File: src/rtl/q_frag_pkg.sv
// Shared types and widths for the Q_FRAG upstream control slice.
// Latency: n/a (types only).
// Backpressure: n/a (types only).
package q_frag_pkg;

  typedef enum logic [1:0] {
    S_INIT  = 2'd0,
    S_RUN   = 2'd1,
    S_PULSE = 2'd2
  } state_t;

  typedef enum logic {
    PK_SET = 1'b0,
    PK_RST = 1'b1
  } pulse_kind_t;

  localparam int CNT_W = 8;
  localparam int EVT_W = 8;

  // Saturating increment for the event counter.
  function automatic logic [EVT_W-1:0] sat_inc(input logic [EVT_W-1:0] v);
    return (v == {EVT_W{1'b1}}) ? v : v + 1'b1;
  endfunction

endpackage

File: src/rtl/q_frag_req_sync.sv
// Request synchroniser: STAGES-deep flop chain plus rising-edge detect.
// Latency: input edge to rise pulse is STAGES cycles; rise is high for one cycle.
// Backpressure: none; every synchronised rising edge produces one rise pulse.
//
// Ports:
//   clk    in  sampling clock
//   rst_n  in  async active-low reset, clears chain and edge history
//   req    in  asynchronous request level
//   rise   out one-cycle pulse on a synchronised 0->1 transition
module q_frag_req_sync #(
  parameter int STAGES = 2   // legal range 2..4
) (
  input  logic clk,
  input  logic rst_n,
  input  logic req,
  output logic rise
);

  logic [STAGES-1:0] sync_q;
  logic              last_q;

  always_ff @(posedge clk or negedge rst_n) begin
    if (!rst_n) begin
      sync_q <= '0;
      last_q <= 1'b0;
    end else begin
      sync_q <= {sync_q[STAGES-2:0], req};
      last_q <= sync_q[STAGES-1];
    end
  end

  assign rise = sync_q[STAGES-1] & ~last_q;

endmodule

File: src/rtl/q_frag_ctrl.sv
// Q_FRAG upstream control: QD select/pipeline, QEN gating, post-reset init clear, QST/QRT pulse issue.
// Latency: QD/QEN 1 cycle; request edge to QST/QRT pulse SYNC_STAGES+1 cycles.
// Backpressure: none; requests arriving while busy are held pending and issued in order (set first).
//
// Optional feature: define Q_FRAG_CTRL_EVT_CNT_EN to build the saturating pulse counter on EVT_CNT;
// otherwise EVT_CNT is tied to zero.
//
// Ports:
//   QCK     in   clock (posedge)
//   QRTN    in   async active-low reset
//   QDS     in   QD source select (1 = QDI, 0 = CZI)
//   QDI     in   routing data
//   CZI     in   C_FRAG combinational output
//   EN_REQ  in   clock-enable request
//   ST_REQ  in   async set request (rising edge)
//   RT_REQ  in   async reset request (rising edge)
//   QD      out  registered data
//   QEN     out  registered enable, only in S_RUN
//   QST     out  registered set pulse
//   QRT     out  registered reset pulse / init clear
//   BUSY    out  high outside S_RUN
//   EVT_CNT out  issued-pulse count (feature build) or 0
module q_frag_ctrl
  import q_frag_pkg::*;
#(
  parameter int SYNC_STAGES = 2,   // 2..4
  parameter int INIT_CYCLES = 4,   // 1..255
  parameter int PULSE_LEN   = 2    // 1..15
) (
  input  logic             QCK,
  input  logic             QRTN,
  input  logic             QDS,
  input  logic             QDI,
  input  logic             CZI,
  input  logic             EN_REQ,
  input  logic             ST_REQ,
  input  logic             RT_REQ,
  output logic             QD,
  output logic             QEN,
  output logic             QST,
  output logic             QRT,
  output logic             BUSY,
  output logic [EVT_W-1:0] EVT_CNT
);

  localparam logic [CNT_W-1:0] INIT_LAST  = CNT_W'(INIT_CYCLES - 1);
  localparam logic [CNT_W-1:0] PULSE_LAST = CNT_W'(PULSE_LEN - 1);

  state_t           state;
  pulse_kind_t      kind;
  logic [CNT_W-1:0] cnt;
  logic             pend_st;
  logic             pend_rt;
  logic             st_rise;
  logic             rt_rise;
  logic             want_st;
  logic             want_rt;

  q_frag_req_sync #(.STAGES(SYNC_STAGES)) u_st_sync (
    .clk   (QCK),
    .rst_n (QRTN),
    .req   (ST_REQ),
    .rise  (st_rise)
  );

  q_frag_req_sync #(.STAGES(SYNC_STAGES)) u_rt_sync (
    .clk   (QCK),
    .rst_n (QRTN),
    .req   (RT_REQ),
    .rise  (rt_rise)
  );

  // A fresh edge is acted on in the same cycle it is detected, so the
  // pending flag only matters when the FSM cannot issue right away.
  assign want_st = pend_st | st_rise;
  assign want_rt = pend_rt | rt_rise;

  always_ff @(posedge QCK or negedge QRTN) begin
    if (!QRTN) begin
      QD <= 1'b0;
    end else begin
      QD <= QDS ? QDI : CZI;
    end
  end

  always_ff @(posedge QCK or negedge QRTN) begin
    if (!QRTN) begin
      state   <= S_INIT;
      kind    <= PK_SET;
      cnt     <= '0;
      pend_st <= 1'b0;
      pend_rt <= 1'b0;
      QEN     <= 1'b0;
      QST     <= 1'b0;
      QRT     <= 1'b1;
      BUSY    <= 1'b1;
    end else begin
      case (state)
        S_INIT: begin
          QEN     <= 1'b0;
          pend_st <= pend_st | st_rise;
          pend_rt <= pend_rt | rt_rise;
          if (cnt == INIT_LAST) begin
            state <= S_RUN;
            cnt   <= '0;
            QRT   <= 1'b0;
            BUSY  <= 1'b0;
          end else begin
            cnt <= cnt + 1'b1;
          end
        end

        S_RUN: begin
          if (want_st) begin
            // Set has priority; a coincident reset edge waits its turn.
            state   <= S_PULSE;
            kind    <= PK_SET;
            cnt     <= '0;
            pend_st <= 1'b0;
            pend_rt <= want_rt;
            QST     <= 1'b1;
            QRT     <= 1'b0;
            QEN     <= 1'b0;
            BUSY    <= 1'b1;
          end else if (want_rt) begin
            state   <= S_PULSE;
            kind    <= PK_RST;
            cnt     <= '0;
            pend_rt <= 1'b0;
            QST     <= 1'b0;
            QRT     <= 1'b1;
            QEN     <= 1'b0;
            BUSY    <= 1'b1;
          end else begin
            // Gate QEN off in the cycle a pulse starts so the flop never
            // sees an enable while QST/QRT is active.
            QEN <= EN_REQ;
          end
        end

        S_PULSE: begin
          QEN <= 1'b0;
          if (kind == PK_RST && st_rise) begin
            // Set pre-empts a running reset pulse: swap in one edge so
            // QST and QRT are never high together.
            kind    <= PK_SET;
            cnt     <= '0;
            QST     <= 1'b1;
            QRT     <= 1'b0;
            pend_rt <= pend_rt | rt_rise;
          end else begin
            pend_st <= pend_st | st_rise;
            pend_rt <= pend_rt | rt_rise;
            if (cnt == PULSE_LAST) begin
              state <= S_RUN;
              QST   <= 1'b0;
              QRT   <= 1'b0;
              BUSY  <= 1'b0;
            end else begin
              cnt <= cnt + 1'b1;
            end
          end
        end

        default: begin
          state <= S_INIT;
          cnt   <= '0;
          QEN   <= 1'b0;
          QST   <= 1'b0;
          QRT   <= 1'b1;
          BUSY  <= 1'b1;
        end
      endcase
    end
  end

`ifdef Q_FRAG_CTRL_EVT_CNT_EN
  logic             pulse_start;
  logic [EVT_W-1:0] evt_q;

  assign pulse_start = ((state == S_RUN) && (want_st || want_rt)) ||
                       ((state == S_PULSE) && (kind == PK_RST) && st_rise);

  always_ff @(posedge QCK or negedge QRTN) begin
    if (!QRTN) begin
      evt_q <= '0;
    end else if (pulse_start) begin
      evt_q <= sat_inc(evt_q);
    end
  end

  assign EVT_CNT = evt_q;
`else
  assign EVT_CNT = '0;
`endif

endmodule

File: config.mk
export PLATFORM = sky130hd
export DESIGN_NAME = q_frag_ctrl
export DESIGN_NICKNAME = d
export VERILOG_FILES = /design/src/rtl/q_frag_pkg.sv /design/src/rtl/q_frag_req_sync.sv /design/src/rtl/q_frag_ctrl.sv
export SDC_FILE = /design/constraint.sdc
export NUM_CORES = 1
export LEC_CHECK = 0
export ABC_AREA = 0
export CAP_MARGIN = 15
export CORE_ASPECT_RATIO = 1.4
export CORE_MARGIN = 4
export CORE_UTILIZATION = 40
export CTS_BUF_LIST = sky130_fd_sc_hd__clkbuf_8
export DETAILED_ROUTE_END_ITERATION = 8
export GPL_ROUTABILITY_DRIVEN = 0
export REMOVE_ABC_BUFFERS = 1
export SYNTH_ARGS = -nofsm -noshare
export SYNTH_HDL_FRONTEND = slang
export SYNTH_HIERARCHICAL = 1
export SYNTH_SLANG_ARGS = --single-unit
File: constraint.sdc
create_clock -name QCK -period 2.55 [get_ports QCK]
set_input_delay 0.3825 -clock QCK [delete_from_list [all_inputs] [get_ports QCK]]
set_output_delay 0.3825 -clock QCK [all_outputs]
set_load 0.01 [all_outputs]
# --- Yosys cells after proc, flatten, opt, wreduce, memory -nomap -nowiden ---
# Index checks and enable logic that the tools add are counted.
word_totals:
  reg_bits: 24
  latchBits: 0
  ramBits: 0
  mem_bits_ro: 0
  in_bits: 8
  out_inout_bits: 13
  wordCells: 83
  n_memories: 0
op_classes:
  n_addsub: 1
  n_mul: 0
  div: 0
  order_cmp: 0
  n_eq_ne: 12
  n_shift: 0
  mux: 36
  bitwise: 7
  n_reduce_logical: 13
op_table:
  columns: ["cell", "n"]
  rows:
  - ["2-to-1 mux 8 bit", 5]
  - ["one-hot mux 8 bit (3 select lines)", 1]
  - ["2-to-1 mux 1 bit", 18]
  - ["one-hot mux 1 bit (3 select lines)", 4]
  - ["AND reduction 3 bit", 4]
  - ["2-to-1 mux 2 bit", 5]
  - ["inequality test 2 bit (second input constant)", 5]
  - ["inequality test 3 bit (second input constant)", 3]
  - ["adder 8 x 1 -> 8 bit (second input constant)", 1]
  - ["equality test 8 x 1 -> 1 bit (second input constant)", 1]
  - ["equality test 8 x 2 -> 1 bit (second input constant)", 1]
  - ["one-hot mux 2 bit (3 select lines)", 1]
  - ["one-hot mux 1 bit (2 select lines)", 2]
  - ["AND reduction 2 bit", 2]
  - ["AND reduction 4 bit", 1]
  - ["nonzero test 2 bit", 2]
  - ["inverter 1 bit", 3]
  - ["nonzero test 3 bit", 1]
  - ["bitwise AND 1 bit", 2]
  - ["equality test 2 x 1 -> 1 bit (second input constant)", 1]
  - ["equality test 2 bit (second input constant)", 1]
  - ["logical NOT 2 bit", 1]
  - ["OR 1 bit", 2]
  - ["OR reduction 2 bit", 1]
  - ["logical AND 1 bit", 1]

# --- Depth between registers and ports, before layout ---
depth:
  depth_word: 6
  ltp_mapped: 7
  mapped_depth_nobuf: 6

# --- Hierarchy ---
# Netlist, hierarchy kept.
modules_own_cells:
  columns: ["mod", "n_inst", "cells_per_inst", "area_per_inst_um2", "seq_area_each_um2"]
  rows:
  - ["q_frag_ctrl", 1, 125, 1174.9, 452.9]
  - ["q_frag_req_sync", 2, 4, 88.8, 75.1]

# --- Worst setup path after synthesis ---
# OpenSTA, ideal clock, no wires.
synth_path:
  path_kind: "reg2reg"
  startpoint: "register state[1]"
  endpoint: "register state[0]"
  setup_ns: 0.125
  arrival_ns: 1.782
  required_ns: 2.425
  path_slack_ns: 0.643
  path_stages_with_launch: 8
  path_buffers: 1
  synth_period_minus_slack_ns: 1.907
  path_cell_list: "dfrtp_1 inv_1 ha_1 nor3b_1 and2_1 buf_2 a211o_1 mux2_4"
synth_via:
  elab_chain_len: 3
  elab_cells_between_ends: 9
  classes_between: "6 x eq/ne; 1 x mux; 2 x reduce/logical"
synth_rtl:
  columns: ["item", "line_no", "source"]
  rows:
  - ["start, declared", "q_frag_ctrl.sv:49", "state_t state;"]
  - ["start signal, assigned", "q_frag_ctrl.sv:88", "state <= S_INIT;"]
  - ["start signal, assigned", "q_frag_ctrl.sv:104", "state <= S_RUN;"]
  - ["start signal, assigned", "q_frag_ctrl.sv:116", "state <= S_PULSE;"]
  - ["equality test 2 x 1 -> 1 bit (tied with other cells)", "q_frag_ctrl.sv:98", "case (state)"]
  - ["inequality test 3 bit (no source line) or inequality test 2 bit (tied branches)", null, null]
  - ["AND reduction 4 bit (no source line)", null, null]
# Parallel ways exist; a longest one is shown, timed or not.
# A chain may end at the register's enable or synchronous reset.

# --- Worst setup path in the final report ---
# Ends and elaborated chain as after synthesis.

==> run summary <==
CP max stage delay: 490 ps
share of layout cells above drive strength 1: 12.16%
Tmin final: 2229 ps
hold slack: 355.5 ps
worst vdd ir: 0.5580 mV
part of the power in registers: 36.1%
post_cts resized: 0
Max Cap Viol: 0
WL met1: 1216 um
worst hold-check path type: reg2reg
Rel. slew slack: 63.83%
DIE HEIGHT: 76.81 um
Cell Area, Synth: 1353 sq um
wire length on met3: 80 um
reg-to-reg startpoint: state[1]
WP data required: 2700 ps
first-pass GRT wire length: 4802 um
Post-CTS Setup Inserts: 0
CP delay by family, top: simple AND/OR/NAND/NOR gates
Final Max Tran Viols: 0
CP startpoint: state[1]
Post-synth EDFFs: 0
Core ar.: 3183 sq um
gr ovfl total: 0
Synth Register Bits: 24
largest net degree at the start of global routing: 25
CTS tree: built
clock group share of total power: 20.8%
Lkg Pwr: 0.6708 nW
cells along the critical path: inv_1, ha_1, nor3b_1, and2_1, a211o_1, mux2_4
final period utilization: 87.41%
via count: 1025
die area: 4389 sq um
layout net count: 163
CTS sink cnt: 24
slowest stage cell, crit path: nor3b_1
Ant. Diodes: 0
H-Tree Depth: 1
antenna-violating nets left: 0
mean post-synth cell area: 10.17 sq um
PD cells: 1011 nW/um^2
critical-path maximum fanout: 9
measured slew at the worst slew-check pin: 541.4 ps
Num CTS Buffers: 3
gr usage total: 13.58%
cts hold-fix bufs: 0
Worst Hold Launch: u_rt_sync/sync_q[0]
Worst Path Buf+Inv: 1
Syn. warnings: 6
setup TNS: 0 ps
DR vias/cell: 5.481
clk slew on worst S/H paths: 80 ps
met2 WL: 1385 um
outcome: complete, no violations
Post-synth top flop: dfrtp_1
Clock Latency Late Sink: 260 ps
post-synth top area share: 40.70%
Setup crit start kind: flip-flop
Arrival @ worst endpoint: 2380 ps
Synth area leaders: dfrtp_1 41%, ha_1 5.6%, o21ai_0 4.4%, buf_4 4.4%, dfstp_2 3.9%
sequential share of the synthesized area: 44.59%
Root Driver: clkbuf_8
timing-limited maximum frequency: 448.6 MHz
Rows: 24
dpl hpwl: 2049 um
Final Hold Vio Count: 0
vias in the first global route: 1024
DRT Pass-1 Iters: 4
DRC viols: 0
Gate Count Post-Synth: 133
# setup viols final: 0
combinational fraction of design power: 43.1%
Clock Path Buffers: 2
highest metal used: met4
drt first-iter violations: 38
Area Overhead vs Synth: 15.63%
RSZ-0062 raised after global routing: false
Die Wd: 57.15 um
P_sw: 573.4 uW
DRT Wirelength: 2718 um
switch share: 36.27%
ys async rst share: 100.0%
largest area contributor in the netlist: dfrtp_1
CP Class: reg2reg
commonest non-fill, non-tap cell in the layout: dfrtp_1
clk_skew: 3.047 ps
library cells used by synthesis: 41
PortBufs: 12
Routed wire per std cell: 14.53 um
P_int: 1.007 mW
Setup crit end kind: flip-flop
# IOs: 21
Starting Density: 42.49%
initial antenna violation count: 0
most frequent cells in the layout: 22 x dfrtp_1, 12 x o21ai_0, 12 x clkdlybuf4s50_1, 10 x nand2_1, 9 x nor2_1
-- metrics by stage --
stage	power (mW)	utilization, %	cell area [sq um]	instances	setup WS [ps]
final	1.581	49.14	1564	187	321.0
after floorplan	1.044	-	1309	130	650.3
after global routing	1.708	49.14	1564	187	176.0
after CTS	1.595	49.14	1564	187	328.4
after detailed placement	1.260	46.89	1493	183	332.0
after global placement	1.244	46.89	1493	183	460.1
-- Yosys cell counts (2+ instances only) --
master     count
or3_1          2
nor2_1         9
nor3_1         4
nand4_1        2
mux2i_1        2
o2111ai_1      2
mux2_2         2
ha_1           6
a21oi_1        5
nand2_1       10
buf_2          2
a21boi_0       2
dfrtp_1       22
nand3_1        3
inv_1          7
dfstp_2        2
nor3b_1        2
buf_4          8
o21ai_0       12
nor2b_4        2
o211ai_1       7
-- state kept, by name, summed over array words and instances, names as in the netlist --
signal	flops
QRT	1
BUSY	1
u_rt_sync/last_q	1
u_rt_sync/sync_q	2
QD	1
kind	1
u_st_sync/last_q	1
pend_rt	1
u_st_sync/sync_q	2
pend_st	1
cnt	8
QEN	1
QST	1
state	2
-- area by class of cell --
cell class / count / area (sq um)
Fill cell: 317 / 1619
Multi-Input combinational cell: 99 / 679.4
Sequential cell: 24 / 603.1
Timing Repair Buffer: 14 / 135.1
Tap cell: 39 / 48.80
Clock buffer: 3 / 41.29
Clock inverter: 1 / 30.03
Inverter: 7 / 26.28
-- final timing paths --
path                                        to  slack (ps)  depth (start not counted)
setup / recovery                      state[0]         320                          6
setup reg to reg                      state[0]         320                          6
hold reg to reg            u_rt_sync/sync_q[1]         360                          0
min in group asynchronous  u_rt_sync/sync_q[1]         480                          2
hold / removal             u_rt_sync/sync_q[1]         360                          0
max in group asynchronous                  QRT        1780                          2
-- layer usage --
metal / vias up / track usage (%)
li1: 492 / -
met3: 4 / 2.353
met1: 513 / 17.23
met5: - / 0
met2: 16 / 22.65
met4: 0 / 5.104
-- power groups by stage --
stage               logic [mW]  registers (mW)  clock network (mW)
floorplan                0.472           0.572                   0
global placement         0.673           0.570                   0
detailed placement       0.682           0.578                   0
CTS                      0.685           0.570               0.340
global route             0.764           0.583               0.361
finish                   0.681           0.571               0.328
-- cells by family (layout without fill, tap and decap cells) --
kind of cell / after synthesis / count (layout) / synth area share (%)
other cells: 1 / 8 / 0.2773
fa+ha+maj: 6 / 6 / 5.550
buf+inv: 17 / 25 / 7.124
compound gates: 38 / 38 / 20.07
simple gates: 42 / 42 / 18.13
mux: 5 / 5 / 4.255
flops: 24 / 24 / 44.59
(Power assumes the default switching activity.)
